### src/rtl/bp_mem_burst_to_lite_conv_pkg.sv
// Shared definitions for the burst-to-lite memory message converter.
//   - memory message type and size-code enumerations
//   - header field offsets / widths
//   - default payload mask (which msg_types carry data beats)
//   - converter FSM state encoding
//   - helper computing the number of data beats a header announces
package bp_mem_burst_to_lite_conv_pkg;

    typedef enum logic [3:0] {
        e_mem_msg_rd    = 4'd0,
        e_mem_msg_wr    = 4'd1,
        e_mem_msg_uc_rd = 4'd2,
        e_mem_msg_uc_wr = 4'd3
    } bp_mem_msg_e;

    // Size code n means 2^n bytes
    typedef enum logic [2:0] {
        e_mem_size_1  = 3'd0,
        e_mem_size_2  = 3'd1,
        e_mem_size_4  = 3'd2,
        e_mem_size_8  = 3'd3,
        e_mem_size_16 = 3'd4,
        e_mem_size_32 = 3'd5,
        e_mem_size_64 = 3'd6
    } bp_mem_size_e;

    localparam int unsigned mem_msg_type_offset_gp = 0;
    localparam int unsigned mem_msg_type_width_gp  = 4;
    localparam int unsigned mem_size_offset_gp     = 4;
    localparam int unsigned mem_size_width_gp      = 3;

    // Only writes carry data on the command path by default
    localparam logic [15:0] mem_payload_mask_gp = 16'h0002;

    typedef enum logic [1:0] {
        e_conv_idle = 2'd0,
        e_conv_data = 2'd1,
        e_conv_out  = 2'd2
    } conv_state_e;

    // Beats following a header: zero for header-only types, otherwise the
    // message size in beats, at least one and at most max_beats.
    function automatic int unsigned mem_beats(
        input logic [mem_msg_type_width_gp-1:0] msg_type,
        input logic [mem_size_width_gp-1:0]     size,
        input logic [15:0]                      mask,
        input int unsigned                      in_width,
        input int unsigned                      max_beats
    );
        int unsigned bits;
        int unsigned beats;
        bits  = 32'd8 << size;
        beats = bits / in_width;
        if (beats == 0)
            beats = 1;
        if (beats > max_beats)
            beats = max_beats;
        if (!mask[msg_type])
            beats = 0;
        return beats;
    endfunction

endpackage

### src/rtl/bp_mem_burst_to_lite_conv_sipo.sv
// Serial-in / parallel-out beat collector.
//   clk_i, reset_i : clock, synchronous active-high reset
//   start_i        : new message; clears counter/data and loads beat target
//   beats_i        : number of beats in the new message (0 = header only)
//   beat_v_i       : a beat is transferring this cycle
//   beat_i         : beat data
//   last_o         : the transferring beat is the final one
//   data_o         : assembled data, short messages replicated to full width
module bp_mem_sipo_collector #(
    parameter int unsigned in_data_width_p  = 64,
    parameter int unsigned out_data_width_p = 512,
    parameter int unsigned cnt_width_p      = $clog2(out_data_width_p / in_data_width_p + 1)
) (
    input  logic                        clk_i,
    input  logic                        reset_i,
    input  logic                        start_i,
    input  logic [cnt_width_p-1:0]      beats_i,
    input  logic                        beat_v_i,
    input  logic [in_data_width_p-1:0]  beat_i,
    output logic                        last_o,
    output logic [out_data_width_p-1:0] data_o
);

    localparam int unsigned max_beats_lp = out_data_width_p / in_data_width_p;

    logic [cnt_width_p-1:0]      cnt_r;
    logic [cnt_width_p-1:0]      beats_r;
    logic [out_data_width_p-1:0] data_r;

    always_ff @(posedge clk_i) begin
        if (reset_i) begin
            cnt_r   <= '0;
            beats_r <= '0;
            data_r  <= '0;
        end else if (start_i) begin
            cnt_r   <= '0;
            beats_r <= beats_i;
            data_r  <= '0;
        end else if (beat_v_i) begin
            data_r[32'(cnt_r)*in_data_width_p +: in_data_width_p] <= beat_i;
            cnt_r <= cnt_r + cnt_width_p'(1);
        end
    end

    assign last_o = beat_v_i && (cnt_r == beats_r - cnt_width_p'(1));

    // Beat counts are powers of two, so output chunk c mirrors collected
    // chunk (c mod beats); a full-size message maps straight through.
    always_comb begin
        data_o = '0;
        if (beats_r != '0) begin
            for (int unsigned c = 0; c < max_beats_lp; c++) begin
                data_o[c*in_data_width_p +: in_data_width_p] =
                    data_r[(c & (32'(beats_r) - 1))*in_data_width_p +: in_data_width_p];
            end
        end
    end

endmodule

### src/rtl/bp_mem_burst_to_lite_conv.sv
// Burst-to-lite memory message converter: accepts a header followed by
// zero or more narrow data beats and emits one {data, header} message.
//   clk_i, reset_i          : clock, synchronous active-high reset
//   mem_header_i/_v_i       : burst header in, ready via mem_header_ready_and_o
//   mem_data_i/_v_i         : data beats in, ready via mem_data_ready_and_o
//   mem_o/mem_v_o           : lite message out {data, header}, header in LSBs
//   mem_ready_and_i         : downstream ready
module bp_mem_burst_to_lite_conv
    import bp_mem_burst_to_lite_conv_pkg::*;
#(
    parameter int unsigned in_data_width_p  = 64,
    parameter int unsigned out_data_width_p = 512,
    parameter int unsigned header_width_p   = 64,
    parameter logic [15:0] payload_mask_p   = mem_payload_mask_gp
) (
    input  logic                                       clk_i,
    input  logic                                       reset_i,
    input  logic [header_width_p-1:0]                  mem_header_i,
    input  logic                                       mem_header_v_i,
    output logic                                       mem_header_ready_and_o,
    input  logic [in_data_width_p-1:0]                 mem_data_i,
    input  logic                                       mem_data_v_i,
    output logic                                       mem_data_ready_and_o,
    output logic [header_width_p+out_data_width_p-1:0] mem_o,
    output logic                                       mem_v_o,
    input  logic                                       mem_ready_and_i
);

    localparam int unsigned max_beats_lp = out_data_width_p / in_data_width_p;
    localparam int unsigned cnt_width_lp = $clog2(max_beats_lp + 1);

    conv_state_e                 state_r, state_n;
    logic [header_width_p-1:0]   header_r;
    logic [cnt_width_lp-1:0]     beats_n;
    logic [out_data_width_p-1:0] data_lo;
    logic                        last_lo;
    logic                        header_xfer, data_xfer;

    assign header_xfer = mem_header_v_i & mem_header_ready_and_o;
    assign data_xfer   = mem_data_v_i & mem_data_ready_and_o;

    assign beats_n = cnt_width_lp'(mem_beats(
        mem_header_i[mem_msg_type_offset_gp +: mem_msg_type_width_gp],
        mem_header_i[mem_size_offset_gp +: mem_size_width_gp],
        payload_mask_p, in_data_width_p, max_beats_lp));

    always_ff @(posedge clk_i) begin
        if (reset_i) begin
            state_r  <= e_conv_idle;
            header_r <= '0;
        end else begin
            state_r <= state_n;
            if (header_xfer)
                header_r <= mem_header_i;
        end
    end

    always_comb begin
        state_n = state_r;
        case (state_r)
            e_conv_idle: if (header_xfer)
                             state_n = (beats_n != '0) ? e_conv_data : e_conv_out;
            e_conv_data: if (last_lo)
                             state_n = e_conv_out;
            e_conv_out:  if (mem_ready_and_i)
                             state_n = e_conv_idle;
            default:     state_n = e_conv_idle;
        endcase
    end

    // Gated by reset so nothing handshakes during the reset cycle itself
    always_comb begin
        mem_header_ready_and_o = 1'b0;
        mem_data_ready_and_o   = 1'b0;
        mem_v_o                = 1'b0;
        if (!reset_i) begin
            mem_header_ready_and_o = (state_r == e_conv_idle);
            mem_data_ready_and_o   = (state_r == e_conv_data);
            mem_v_o                = (state_r == e_conv_out);
        end
    end

    bp_mem_sipo_collector #(
        .in_data_width_p (in_data_width_p),
        .out_data_width_p(out_data_width_p),
        .cnt_width_p     (cnt_width_lp)
    ) collector (
        .clk_i   (clk_i),
        .reset_i (reset_i),
        .start_i (header_xfer),
        .beats_i (beats_n),
        .beat_v_i(data_xfer),
        .beat_i  (mem_data_i),
        .last_o  (last_lo),
        .data_o  (data_lo)
    );

    assign mem_o = {data_lo, header_r};

endmodule

### config.mk
export PLATFORM = sky130hd
export DESIGN_NAME = bp_mem_burst_to_lite_conv
export DESIGN_NICKNAME = d
export VERILOG_FILES = /design/src/rtl/bp_mem_burst_to_lite_conv_pkg.sv /design/src/rtl/bp_mem_burst_to_lite_conv_sipo.sv /design/src/rtl/bp_mem_burst_to_lite_conv.sv
export SDC_FILE = /design/constraint.sdc
export NUM_CORES = 2
export LEC_CHECK = 0
export CAP_MARGIN = 30
export CORE_AREA = 10 10 271 273
export DETAILED_ROUTE_END_ITERATION = 8
export DIE_AREA = 0 0 281 283
export GPL_ROUTABILITY_DRIVEN = 0
export PLACE_DENSITY = 0.77
export SKIP_CTS_REPAIR_TIMING = 1
export SYNTH_ARGS = -nofsm -noshare
export SYNTH_HDL_FRONTEND = slang
export SYNTH_SLANG_ARGS = --single-unit
### constraint.sdc
create_clock -name clk_i -period 8.7 [get_ports clk_i]
set_input_delay 0.87 -clock clk_i [delete_from_list [all_inputs] [get_ports clk_i]]
set_output_delay 0.87 -clock clk_i [all_outputs]
set_load 0.005 [all_outputs]
[Yosys cells after proc, flatten, opt, wreduce, memory -nomap -nowiden]
Memories as Yosys holds them, arrays and structs flattened.
Index checks and enable logic that the tools add are counted.
Storage, ports and cells
  latch bits: 0
  ROM bits: 16
  memories kept: 1
  bits in registers: 586
  RAM bits: 0
  output and inout port bits: 579
Cells by class
  reduce and logical (&&, ||, !) cells: 7
  order comparisons: 2
  divide/modulo/power cells: 0
  multiplexer cells: 14
  shift-type cells: 10
  $add $sub $neg: 4
  bitwise gates (word level): 2
  $mul: 0
  equality and inequality tests: 6
Memory list
  (no name shown): depth 16, width 1, rd ports 1, clocked after memory_dff 0, write ports 0, RTL line bp_mem_burst_to_lite_conv_pkg.sv:58  | if (!mask[msg_type])
Operators by type and width (number)
  512-bit by 10-bit indexed part select with 64-bit output: 4
  512-bit by 9-bit indexed part select with 64-bit output: 2
  512-bit bitwise mux: 1
  512-bit 2-to-1 mux: 1
  64-bit by 34-bit variable shift with 512-bit output, first input constant: 1
  512-bit by 8-bit indexed part select with 64-bit output: 1
  64-bit by 34-bit indexed part select with 512-bit output: 1
  10-bit negator with 34-bit output: 1
  32-bit logical NOT: 1
  4-bit by 3-bit left shift with 32-bit output, first input constant: 1
  26-bit by 4-bit greater-than comparator with 1-bit output, second input constant: 1
  26-bit 2-to-1 mux: 1
  2-bit 2-to-1 mux: 4
  4-bit 2-to-1 mux: 2
  4-bit nonzero test: 2
  2-bit case mux with 3 select lines: 1
  4-bit by 5-bit less-than comparator with 1-bit output, second input constant: 1
  4-bit by 1-bit adder with 4-bit output, second input constant: 1
  4-bit == test: 1
  1-bit 2-to-1 mux: 4
  2-bit by 1-bit inequality test with 1-bit output, second input constant: 2
  4-bit by 1-bit subtractor with 4-bit output, second input constant: 1
  3-bit AND reduction: 1
  3-bit by 1-bit subtractor with 3-bit output, second input constant: 1
  other kinds (7): 8

[Longest topological paths before layout]
  depth after elaboration: 10
  depth in mapped cells: 13
  mapped depth without buffers: 6

[By module]
A second synthesis with hierarchy kept.
Second synthesis, totals
  cell total of the unflattened synthesis: 4018
  area total of the unflattened synthesis: 32085.8 um^2
By module, submodules not included
  bp_mem_sipo_collector: sequential area each 10410.0 um^2, times used 1, cells an instance 3718, area an instance 29540.8 um^2
  bp_mem_burst_to_lite_conv: sequential area each 1321.3 um^2, times used 1, cells an instance 300, area an instance 2544.9 um^2

[Worst setup path after synthesis]
OpenSTA, ideal clock, no wires.
  kind: register -> output
  from: register collector.beats_r[0]
  to: output mem_o[455]
  setup slack: 5.110 ns
  stages on the path, launching flop included: 12
  data required time: 7.830 ns
  data arrival time: 2.720 ns
  path buffers: 7
  cells stage by stage: dfxtp_1 buf_2 buf_2 buf_2 inv_2 buf_2 ha_1 buf_2 clkbuf_1 clkbuf_1 mux4_2 and2_1
Between the ends
  longest elaborated chain between the ends: 3
  elaborated cells on any way between the ends: 4
  those cells by class: 1 x add/sub; 1 x shift; 1 x mux; 1 x reduce/logical
Ends and longest elaborated chain
  start, declared: RTL line bp_mem_burst_to_lite_conv_sipo.sv:27  | logic [cnt_width_p-1:0] beats_r;
  start signal, assigned: RTL line bp_mem_burst_to_lite_conv_sipo.sv:37  | beats_r <= beats_i;
  3-bit by 1-bit subtractor with 3-bit output
  512-bit by 10-bit indexed part select with 64-bit output: RTL line bp_mem_burst_to_lite_conv_sipo.sv:54  | data_r[(c & (32'(beats_r) - 1))*in_data_width_p +: in_data_width_p];
  512-bit 2-to-1 mux (*): RTL line bp_mem_burst_to_lite_conv_sipo.sv:51  | if (beats_r != '0) begin
  end, declared: RTL line bp_mem_burst_to_lite_conv.sv:24  | output logic [header_width_p+out_data_width_p-1:0] mem_o,
Mark *: on every way between the ends. The rest lies on a longest branch, timed or not.

[Worst setup path after layout]
  from: register collector.beats_r[0]
  to: output mem_o[522]
The elaborated chain is that of the path after synthesis.

==> impl_metrics.ini <==
[status]
outcome = finished clean

[yosys]
synth_fp_nets = 3657
synth_largest_area_cell = dfxtp_1
netlist_top_cells_count = 599 x nand2_1, 586 x dfxtp_1, 369 x mux2i_1, 312 x o21ai_0, 184 x nand3_1
ys.flop_type = dfxtp_1
yosysTopAreaCellShare = 0.378
ys_types = 57
syn_inst = 3520
yosysSeqAreaShare = 0.378
avgSynthCellArea_um2 = 8.81
yosys-top-cells-area = dfxtp_1 38%, mux2i_1 12%, mux4_2 7.6%, nand2_1 7.2%, o21ai_0 5.0%
synth_edf_count = 0
async_reset_ff_frac = 0
ys_warn_count = 0
yosys.cell_count.top_type = nand2_1
synth_area_mm2 = 0.0310
synth_seq_cells = 586

[setup_path]
critical_path.max_fanout = 61
required_ps = 7830
arrival_ps = 4920
critical_path.most_common_cell = buf_4
r2r_start = collector.cnt_r[1]
critPathMaxStageDelay_ps = 970
cp_top_family = buffers and inverters
cp_slowest_cell = dfxtp_4
crit_start = collector.beats_r[0]
worstSetupEndpointType = output port
worstSetupPathType = register to output port
worstSetupStartpointType = register
worstPathCellList = inv_2, ha_4, nor3b_4, nor2_4, buf_4, buf_4, a32oi_1, o31ai_1, clkdlybuf4s50_1
critPathBufInv = 4

[min_path]
hold_path.class = register to register
hp-start = collector.data_r[481]

[routing]
drcViolationCount = 0
dr_total_vias = 30700
routed_wl_mm = 129
vias_per_cell = 6.25
routedWlPerCell_um = 26.3
ant_nets = 0
first_pass_iters = 6
drt_iter0_drc = 3522

[global_route]
grt_use_total = 0.307
grt.overflow.total = 0
first_global_vias = 30300
grt_max_degree = 219
antenna_found_initial = 14
grt_pass1_wl_mm = 192

[timing]
rsz0062_at_grt = false
hold_violations = 0
whs_ps = 451
clock.fmax_mhz = 173
setup_viol = 0
min_period_ps = 5790
worst_slew_pin_slew_ps = 1280
period_share = 0.665
fin_tns_setup_ps = 0
skew_ps = 34.0
drv_slew = 0
relSlewSlack = 0.148

[clock_tree]
h-tree-depth = 2
max-clock-path-buffers = 3
root_buffer = clkbuf_16
cts.sinks = 586
cts-buffers-inserted = 61
clkTransAtPathRegs_ps = 60
clkLatencyLatePin_ps = 640
cts_tree = done

[cells_and_area]
fill_cells = 5909
seqCellArea_mm2 = 0.0117
drive_gt1_frac = 0.0780
finalNetCount = 4113
multiInputGateArea_mm2 = 0.0176
synthToLayoutAreaGrowth_pct = 29.8

[pwr]
ir_drop_mv = 0.159
power_density_mw_per_mm2 = 143
power_leakage_nw = 12.9

[floorplan]
initial_core_util = 0.455
rows = 96
io-pin-count = 712
fp.dieH_um = 283
die_w_um = 281
coreArea_mm2 = 0.0681
dieArea_mm2 = 0.0795

[place]
place.port_buffers = 711
dp_hpwl_mm = 84.8

[job]
drv_cap = 0
## where the power goes
group / switching, mW / internal, mW / total [mW]
Combinational: 0.176 / 0.124 / 0.300
Clock: 1.12 / 1.60 / 2.73
Sequential: 0.0162 / 2.70 / 2.72
## state kept, by name, indices dropped and copies added (netlist names)
register,cells
collector.data_r,512
header_r,64
collector.beats_r,4
collector.cnt_r,4
state_r,2
## worst paths after layout
| kind | endpoint | slack [ps] | cells past startpoint |
|---|---|---|---|
| worst max-delay path | mem_o[522] | 2910 | 9 |
| worst min register to register | collector.data_r[481] | 450 | 2 |
| worst min-delay path | collector.data_r[481] | 450 | 2 |
| worst max register to register | collector.data_r[190] | 4300 | 9 |
## logic make-up (layout without fill, tap and decap cells)
logic type / count (synthesis) / in the layout / synth area share
fa+ha+maj: 4 / 4 / 0.00161
buf+inv: 382 / 888 / 0.0587
flops: 586 / 586 / 0.378
mux: 497 / 497 / 0.204
other cells: 0 / 11 / 0
simple gates: 1285 / 1285 / 0.196
xor+xnor: 10 / 10 / 0.00307
compound gates: 756 / 756 / 0.159
## worst min-delay path, delay by kind of cell, from the launching register on
kind,cells,cell delay [ps]
AND/OR/NAND/NOR,1,50
AO/OA/AOI/OAI,1,50
flip-flops,1,310
## cells in the final DEF, fill, tap and decap left out, types with 19 or more instances in the layout
master | synthesis | layout
a211oi_1 | 86 | 86
a22o_1 | 176 | 176
a32oi_1 | 23 | 23
and2_1 | 89 | 87
buf_4 | 21 | 47
clkbuf_1 | 180 | 19
clkbuf_16 | 0 | 63
clkdlybuf4s50_1 | 0 | 711
dfxtp_1 | 586 | 584
mux2_2 | 23 | 23
mux2i_1 | 369 | 369
mux4_2 | 105 | 105
nand2_1 | 599 | 598
nand3_1 | 184 | 183
nand4_1 | 130 | 130
nor2_1 | 134 | 132
nor2b_1 | 107 | 107
o21ai_0 | 312 | 312
o21ai_1 | 85 | 84
o22ai_1 | 39 | 39
o31ai_1 | 23 | 23
## routing by layer
metal	share of wire	global-route usage
met5	0.00024	0
met4	0.057	0.176
met3	0.11	0.0819
met2	0.47	0.506
met1	0.36	0.356
## stage by stage
| step | std cells | utilization | cell area [um2] | total power, mW | setup slack [ps] |
|---|---|---|---|---|---|
| after floorplan | 3520 | - | 31000 | 2.90 | 5110 |
| after global placement | 4790 | 0.559 | 38100 | 3.07 | 3730 |
| after detailed placement | 4793 | 0.560 | 38100 | 3.07 | 3660 |
| after CTS | 4906 | 0.590 | 40200 | 5.76 | 2990 |
| after global routing | 4919 | 0.591 | 40300 | 5.88 | 2850 |
| final | 4919 | 0.591 | 40300 | 5.75 | 2910 |
## area by class of cell
cell class	instances	area share
clock inverter	19	0.00647
inverter	9	0.000839
tap	882	0.0274
timing repair buffer	766	0.190
multi-input combinational	2552	0.438
clock buffer	94	0.0450
antenna	11	0.000684
sequential	586	0.292
(Power assumes the default switching activity.)
